==> config.mk <==
export PLATFORM = sky130hd
export DESIGN_NAME = prbs_sym_gen
export DESIGN_NICKNAME = d
export VERILOG_FILES = /design/src/rtl/prbs_sym_gen.sv
export SDC_FILE = /design/constraint.sdc
export NUM_CORES = 1
export LEC_CHECK = 0
export CELL_PAD_IN_SITES_DETAIL_PLACEMENT = 1
export CELL_PAD_IN_SITES_GLOBAL_PLACEMENT = 1
export CORE_MARGIN = 2
export CORE_UTILIZATION = 44
export DETAILED_ROUTE_END_ITERATION = 6
export GPL_ROUTABILITY_DRIVEN = 0
export PLACE_DENSITY_LB_ADDON = 0.08
export SLEW_MARGIN = 0
export SYNTH_ARGS = -nofsm -noshare
export SYNTH_HDL_FRONTEND = slang
export SYNTH_SLANG_ARGS = --single-unit
==> constraint.sdc <==
create_clock -name sys_clk -period 4 [get_ports sys_clk]
set_input_delay 0.8 -clock sys_clk [delete_from_list [all_inputs] [get_ports sys_clk]]
set_output_delay 0.8 -clock sys_clk [all_outputs]
set_load 0.03 [all_outputs]
==> src/rtl/prbs_sym_gen.sv <==
`timescale 1ns/1ps
`default_nettype none
// prbs_sym_gen: PRBS-22 bit source grouped into 2-bit I / 2-bit Q symbols with a 4-level amplitude map,
//   a one-cycle window marker every 2^SYM_CNT_W symbols, and single-shot Q-LSB error injection.
// Latency: symbol bits n..n+3 register on the edge that generates bit n+3. Backpressure: none.
module prbs_sym_gen #(
  parameter int SYM_CNT_W = 20
) (
  input  logic               sys_clk,
  input  logic               reset,
  input  logic               sam_clk_en,
  input  logic               sym_clk_en,
  input  logic               load_seed,
  input  logic               inject_err,
  output logic [1:0]         sym_I,
  output logic [1:0]         sym_Q,
  output logic signed [17:0] amp_I,
  output logic signed [17:0] amp_Q,
  output logic               window_start,
  output logic [15:0]        inj_count
);

  localparam logic [21:0] SEED = 22'h3FFFFF;

  // generator state
  logic [21:0]          r_q;
  logic [2:0]           r_h;
  logic [SYM_CNT_W-1:0] r_cnt;
  // error-injection state
  logic                 r_inj_d;
  logic                 r_armed;

  logic                 w_b;
  logic [3:0]           w_sym;
  logic                 w_rise;
  logic                 w_emit;
  logic                 w_inj;
  logic [1:0]           w_q_out;

  // Slicer code to 1s17 level: 00 -> -3/4, 01 -> -1/4, 10 -> +1/4, 11 -> +3/4 of full scale.
  function automatic logic signed [17:0] f_amp(input logic [1:0] s);
    case (s)
      2'b00:   f_amp = -18'sd98304;
      2'b01:   f_amp = -18'sd32768;
      2'b10:   f_amp = 18'sd32768;
      default: f_amp = 18'sd98304;
    endcase
  endfunction

  // Feedback bit of the current cycle; it is also the newest bit of a symbol emitted now.
  assign w_b     = r_q[21] ^ r_q[20];
  assign w_sym   = {r_h, w_b};
  assign w_rise  = inject_err & ~r_inj_d;
  // A seed reload owns the cycle: no symbol is emitted while the generator restarts.
  assign w_emit  = sym_clk_en & ~load_seed;
  // The flag is only consulted as registered, so an edge seen in a symbol cycle hits the next symbol.
  assign w_inj   = w_emit & r_armed;
  assign w_q_out = {w_sym[1], w_sym[0] ^ w_inj};

  // Edge-detect register for the level-sensitive inject request.
  always_ff @(posedge sys_clk or posedge reset) begin
    if (reset) begin
      r_inj_d <= 1'b0;
    end else begin
      r_inj_d <= inject_err;
    end
  end

  // Armed flag: consumed by the next emitted symbol; edges while armed are dropped, reload keeps it.
  always_ff @(posedge sys_clk or posedge reset) begin
    if (reset) begin
      r_armed <= 1'b0;
    end else if (w_inj) begin
      r_armed <= 1'b0;
    end else if (w_rise) begin
      r_armed <= 1'b1;
    end
  end

  // LFSR and 3-bit history advance one bit per sample strobe; reload wins over the strobe.
  always_ff @(posedge sys_clk or posedge reset) begin
    if (reset) begin
      r_q <= SEED;
      r_h <= 3'b000;
    end else if (load_seed) begin
      r_q <= SEED;
      r_h <= 3'b000;
    end else if (sam_clk_en) begin
      r_q <= {r_q[20:0], w_b};
      r_h <= {r_h[1:0], w_b};
    end
  end

  // Symbol counter: free-running modulo 2^SYM_CNT_W, restarted by a seed reload.
  always_ff @(posedge sys_clk or posedge reset) begin
    if (reset) begin
      r_cnt <= '0;
    end else if (load_seed) begin
      r_cnt <= '0;
    end else if (sym_clk_en) begin
      r_cnt <= r_cnt + SYM_CNT_W'(1);
    end
  end

  // Symbol and amplitude registers; Q amplitude follows the possibly-corrupted Q code.
  always_ff @(posedge sys_clk or posedge reset) begin
    if (reset) begin
      sym_I <= 2'b00;
      sym_Q <= 2'b00;
      amp_I <= -18'sd98304;
      amp_Q <= -18'sd98304;
    end else if (w_emit) begin
      sym_I <= w_sym[3:2];
      sym_Q <= w_q_out;
      amp_I <= f_amp(w_sym[3:2]);
      amp_Q <= f_amp(w_q_out);
    end
  end

  // Window marker: high for the single cycle following the symbol emitted at count zero.
  always_ff @(posedge sys_clk or posedge reset) begin
    if (reset) begin
      window_start <= 1'b0;
    end else begin
      window_start <= w_emit & (r_cnt == '0);
    end
  end

  // Injection counter, saturating so a long soak never reports a wrapped small number.
  always_ff @(posedge sys_clk or posedge reset) begin
    if (reset) begin
      inj_count <= 16'h0000;
    end else if (w_inj && (inj_count != 16'hFFFF)) begin
      inj_count <= inj_count + 16'd1;
    end
  end

endmodule
`default_nettype wire

# Word level (Yosys, flattened, before mapping)
# Index checks and enable logic that the tools add are counted.
[op_classes]
muxes = 10
n_eq_ne = 5
bitwise_logic = 8
addsub = 2
n_reduce_logical = 7
[op_table]
columns = ["operator", "n"]
rows = [
  ["$pmux 18 s3", 2],
  ["$mux 22", 2],
  ["$mux 20", 2],
  ["$add 20x1->20 const B", 1],
  ["$logic_not 20->1", 1],
  ["$add 16x1->16 const B", 1],
  ["$ne 16x16->1 const B", 1],
  ["$mux 3", 2],
  ["$reduce_bool 2->1", 3],
  ["$and 1x1->1", 4],
  ["$eq 2x1->1 const B", 2],
  ["$eq 2x2->1 const B", 2],
  ["$logic_not 2->1", 2],
  ["$mux 1", 2],
  ["$not 1->1", 2],
  ["$xor 1x1->1", 2],
  ["$logic_and 1x1->1", 1],
]
[word_totals]
register_bits = 104
elab_cells = 43
output_inout_bits = 57
in_bits = 6

# Logic depth before layout (Yosys ltp)
[logic_depth]
depth_word = 6
ltp_mapped = 5

# Least setup slack after synthesis
# OpenSTA, ideal clock, no wires.
[synth_timing]
kind = "in2reg"
start = "in sym_clk_en"
end = "reg r_cnt[17]"
t_arrival_ps = 1976
path_stages = 5
setup_ps = 128
slack_ps = 1896
required_ps = 3872
path_cell_list = "buf_6 -> nand3_2 -> or3_1 -> nor3_1 -> mux2_1"
[synth_between]
elab_chain_len = 1
[synth_rtl]
columns = ["element", "line_no", "text"]
rows = [
  ["from (decl)", "12", "input logic sym_clk_en,"],
  ["$reduce_bool 2->1 (no source line)", "-", ""],
  ["to (signal assigned)", "101", "r_cnt <= r_cnt + SYM_CNT_W'(1);"],
  ["to (decl)", "28", "logic [SYM_CNT_W-1:0] r_cnt;"],
]
# Every way passes these cells.
# A chain may end at the register's enable or synchronous reset.

# Worst setup path after layout
# Same ends and word-level chain as after synthesis.

==> impl_summary.log <==
[metrics] result of the run: completed
[metrics] Final Hold Fails: 0
[metrics] Post-Route Setup TNS: 0 ps
[metrics] total track usage: 0.1827
[metrics] DR iter-0 viols: 101
[metrics] clock buffers created by TritonCTS: 9
[metrics] pin count of the biggest net entering global routing: 48
[metrics] overall routed net length: 7406 um
[metrics] most instantiated cells after synthesis: 48 x sky130_fd_sc_hd__dfrtp_1, 32 x sky130_fd_sc_hd__buf_4, 31 x sky130_fd_sc_hd__nand2_1
[metrics] die height: 94.45 um
[metrics] starting density of the core: 0.4611
[metrics] Most used DFF post-synth: sky130_fd_sc_hd__dfrtp_1
[metrics] CTS tree: done
[metrics] port buffer count: 30
[metrics] hold path depth: 1
[metrics] HPWL after DPL: 5187 um
[metrics] worst clock skew on the final layout: 6.524 ps
[metrics] slowest stage delay, CP: 740 ps
[metrics] maximum net fanout on the critical path: 9
[metrics] DRC violation count after routing: 0
[metrics] Clock Latency Late Sink: 350 ps
[metrics] die area: 8921 sq um
[metrics] per-instance average area after synthesis: 10.40 sq um
[metrics] multi-input gate area in the final layout: 1564 sq um
[metrics] core area: 7807 sq um
[metrics] sequential fraction of the synthesis area: 0.5089
[metrics] most frequently used cell type in the post-synthesis netlist: sky130_fd_sc_hd__dfrtp_1
[metrics] Max-cap violations: 0
[metrics] Tightest Pin Transition: 968.2 ps
[metrics] slew margin rel.: 0.3536
[metrics] post-synthesis cell type with the largest combined area: sky130_fd_sc_hd__dfrtp_1
[metrics] post-CTS setup-driven buffer insertion count: 0
[metrics] Max Root-Sink Buffers: 2
[metrics] Layout Area Growth over Synthesis: 13.10%
[metrics] Power per Cell Area: 421.2 nW/um^2
[metrics] horizontal die dimension: 94.45 um
[metrics] signal arrival time at the worst endpoint: 2810 ps
[metrics] routed length per placed instance: 15.30 um
[metrics] endpoint of the worst hold-timing path: r_armed$_DFFE_PP0P_
[metrics] final core area utilization: 0.5215
[metrics] via-per-instance ratio: 5.312
[metrics] number of filler instances in the final layout: 874
[metrics] via count of the first global-routing pass: 2574
[metrics] final total power: 1.715 mW
[metrics] synth unique cells: 43
[metrics] post-synthesis register bit count: 72
[metrics] number of cells traversed by the worst register-to-register path: 5
[metrics] LEAKAGE: 1.739 nW
[metrics] number of vias in the routed layout: 2571
[metrics] count of nets after finishing: 386
[metrics] number of nets with antenna violations after routing: 0
[metrics] startpoint type of the worst setup path: input port
[metrics] # hold bufs at CTS: 0
[metrics] antenna diode instance count: 0
[metrics] slowest library cell on the worst path: sky130_fd_sc_hd__clkdlybuf4s50_1
[metrics] crit path time final: 2584 ps
[metrics] H-tree depth: 3
[metrics] fin. max-slew vios: 0
[metrics] TritonRoute pass-1 iters: 4
[metrics] cells traversed along the worst timing path: clkdlybuf4s50_1 > nand3_2 > or3_1 > nor3_1 > mux2_1
[metrics] RR Startpoint: inj_count[0]$_DFFE_PP0P_
[metrics] cell at the root of the clock tree: sky130_fd_sc_hd__clkbuf_8
[metrics] Setup-failing EPs final: 0
[metrics] ys async rst share: 1.000
[metrics] portion of synthesized cell area occupied by the leading cell type: 0.3337
[metrics] worst IR drop on VDD: 0.3474 mV
[metrics] unrepaired setup endpoints after global routing: false
[metrics] maximum clock frequency: 0.3869 GHz
[metrics] global-route wire length before repair: 12730 um
[metrics] antenna violations before repair: 0
[metrics] area used by sequential logic in the layout: 1832 sq um
[metrics] beginning of the worst hold path: r_inj_d$_DFF_PP0_
[metrics] type of element capturing the critical path: flip-flop
[metrics] type of the worst min-delay path: flip-flop to flip-flop
[metrics] post-CTS sizing: 0
[metrics] residual overflow from global routing: 0
[metrics] clock sink count: 72
[metrics] Crit Path Class: input port to flip-flop
[metrics] Worst Path Required: 4230 ps
[metrics] Synth Instances: 346
[metrics] number of synthesized flops with an enable pin: 0
[metrics] most area-consuming cells after synthesis: sky130_fd_sc_hd__dfrtp_1 33%, sky130_fd_sc_hd__dfstp_2 18%, sky130_fd_sc_hd__buf_4 6.7%
[metrics] number of placement rows: 32
[metrics] count of synthesis-stage warnings from yosys: 0
[metrics] ratio of final minimum period to clock period: 0.6461
[metrics] internal reg-to-reg setup slack: 2050 ps
[metrics] clock-pin transition on the worst setup and hold timing paths: 80 ps
[metrics] Post-Synthesis Cell Area: 3600 sq um
[metrics] worst flop-to-flop path endpoint: inj_count[7]$_DFFE_PP0P_
[metrics] share of post-route cells with drive strength above 1: 0.1466
[metrics] Top-Level Pins: 63
[where the power goes]
group          total [mW]  internal [mW]  switching (mW)  leakage (nW)
combinational       0.311          0.112           0.199         0.730
clock               0.562          0.270           0.293         0.103
sequential          0.842          0.791          0.0511         0.905
[layout make-up]
| class | count | area share |
|---|---|---|
| Clock buffer | 10 | 0.03657 |
| Clock inverter | 6 | 0.01137 |
| Inverter | 6 | 0.005532 |
| Multi-Input combinational cell | 254 | 0.3841 |
| Sequential cell | 72 | 0.4499 |
| Tap cell | 102 | 0.03135 |
| Timing Repair Buffer | 34 | 0.08113 |
[layer usage]
metal  vias up  share of wire  global-route usage
met2        61           0.47              0.2869
li1       1200              -                   -
met3        12          0.032             0.02873
met5         -              0                   0
met4         0          0.015             0.06884
met1      1298           0.48              0.2567
[registers in the layout, summed over array words and instances, names as in the netlist]
register and count:
r_q 22, r_cnt 20, inj_count 16, r_h 3
amp_I 2, amp_Q 2, sym_I 2, sym_Q 2
r_armed 1, r_inj_d 1, window_start 1
[logic make-up (layout without fill, tap and decap cells)]
group,count (synthesis),in the layout,share of synthesized area
buffers and inverters,50,56,0.08794
AO/OA/AOI/OAI,40,40,0.08029
multiplexers,10,10,0.03024
AND/OR/NAND/NOR,146,146,0.2242
flip-flops,72,72,0.5089
other,2,32,0.002086
adder cells (fa/ha/maj),3,3,0.01043
XOR/XNOR,23,23,0.05596
[per-stage QoR]
stage | cells | area [sq um] | hold slack [ps] | setup slack [ps]
after floorplan | 376 | 3712 | 410.3 | 1415
after global placement | 468 | 3876 | 419.8 | 1094
after detailed placement | 468 | 3876 | 454.1 | 1049
after CTS | 484 | 4071 | 478.2 | 1429
after global routing | 484 | 4071 | 488.2 | 1295
final | 484 | 4071 | 458.8 | 1416
[worst max path at each step]
stage | startpoint | end | slack (ps) | cells after the start
final | sym_clk_en | r_cnt[17]$_DFFE_PP0P_ | 1420 | 5
after global routing | sym_clk_en | inj_count[13]$_DFFE_PP0P_ | 1300 | 5
after CTS | sym_clk_en | r_cnt[17]$_DFFE_PP0P_ | 1430 | 5
after detailed placement | sym_clk_en | inj_count[13]$_DFFE_PP0P_ | 1050 | 5
after global placement | sym_clk_en | r_cnt[17]$_DFFE_PP0P_ | 1090 | 5
after floorplan | reset | amp_I[16]$_DFFE_PP0N_ | 1410 | 1
[worst max-delay path: cells and delay by family]
| family | cells | cell delay [ps] |
|---|---|---|
| AND/OR/NAND/NOR | 3 | 930 |
| buffers and inverters | 1 | 740 |
| multiplexers | 1 | 340 |
[placed cells by master (no fill, tap or decap), drive strengths merged, types with 2 or more instances in the layout]
cell type      count
nor2b             23
and2               2
mux2               7
xor2               7
clkinv             2
buf                4
dfstp             24
nand2             31
a211o             21
nand4             11
and3               5
a21o               2
or3                8
o21ai              8
clkdlybuf4s50     30
ha                 3
dfrtp             48
xnor2             16
inv               10
nor2              21
nand2b             2
a21oi              7
conb              32
or4b               2
nand3             15
mux2i              3
nor3               9
clkbuf            10
and4               3
nor4               9
(Power assumes the default switching activity.)
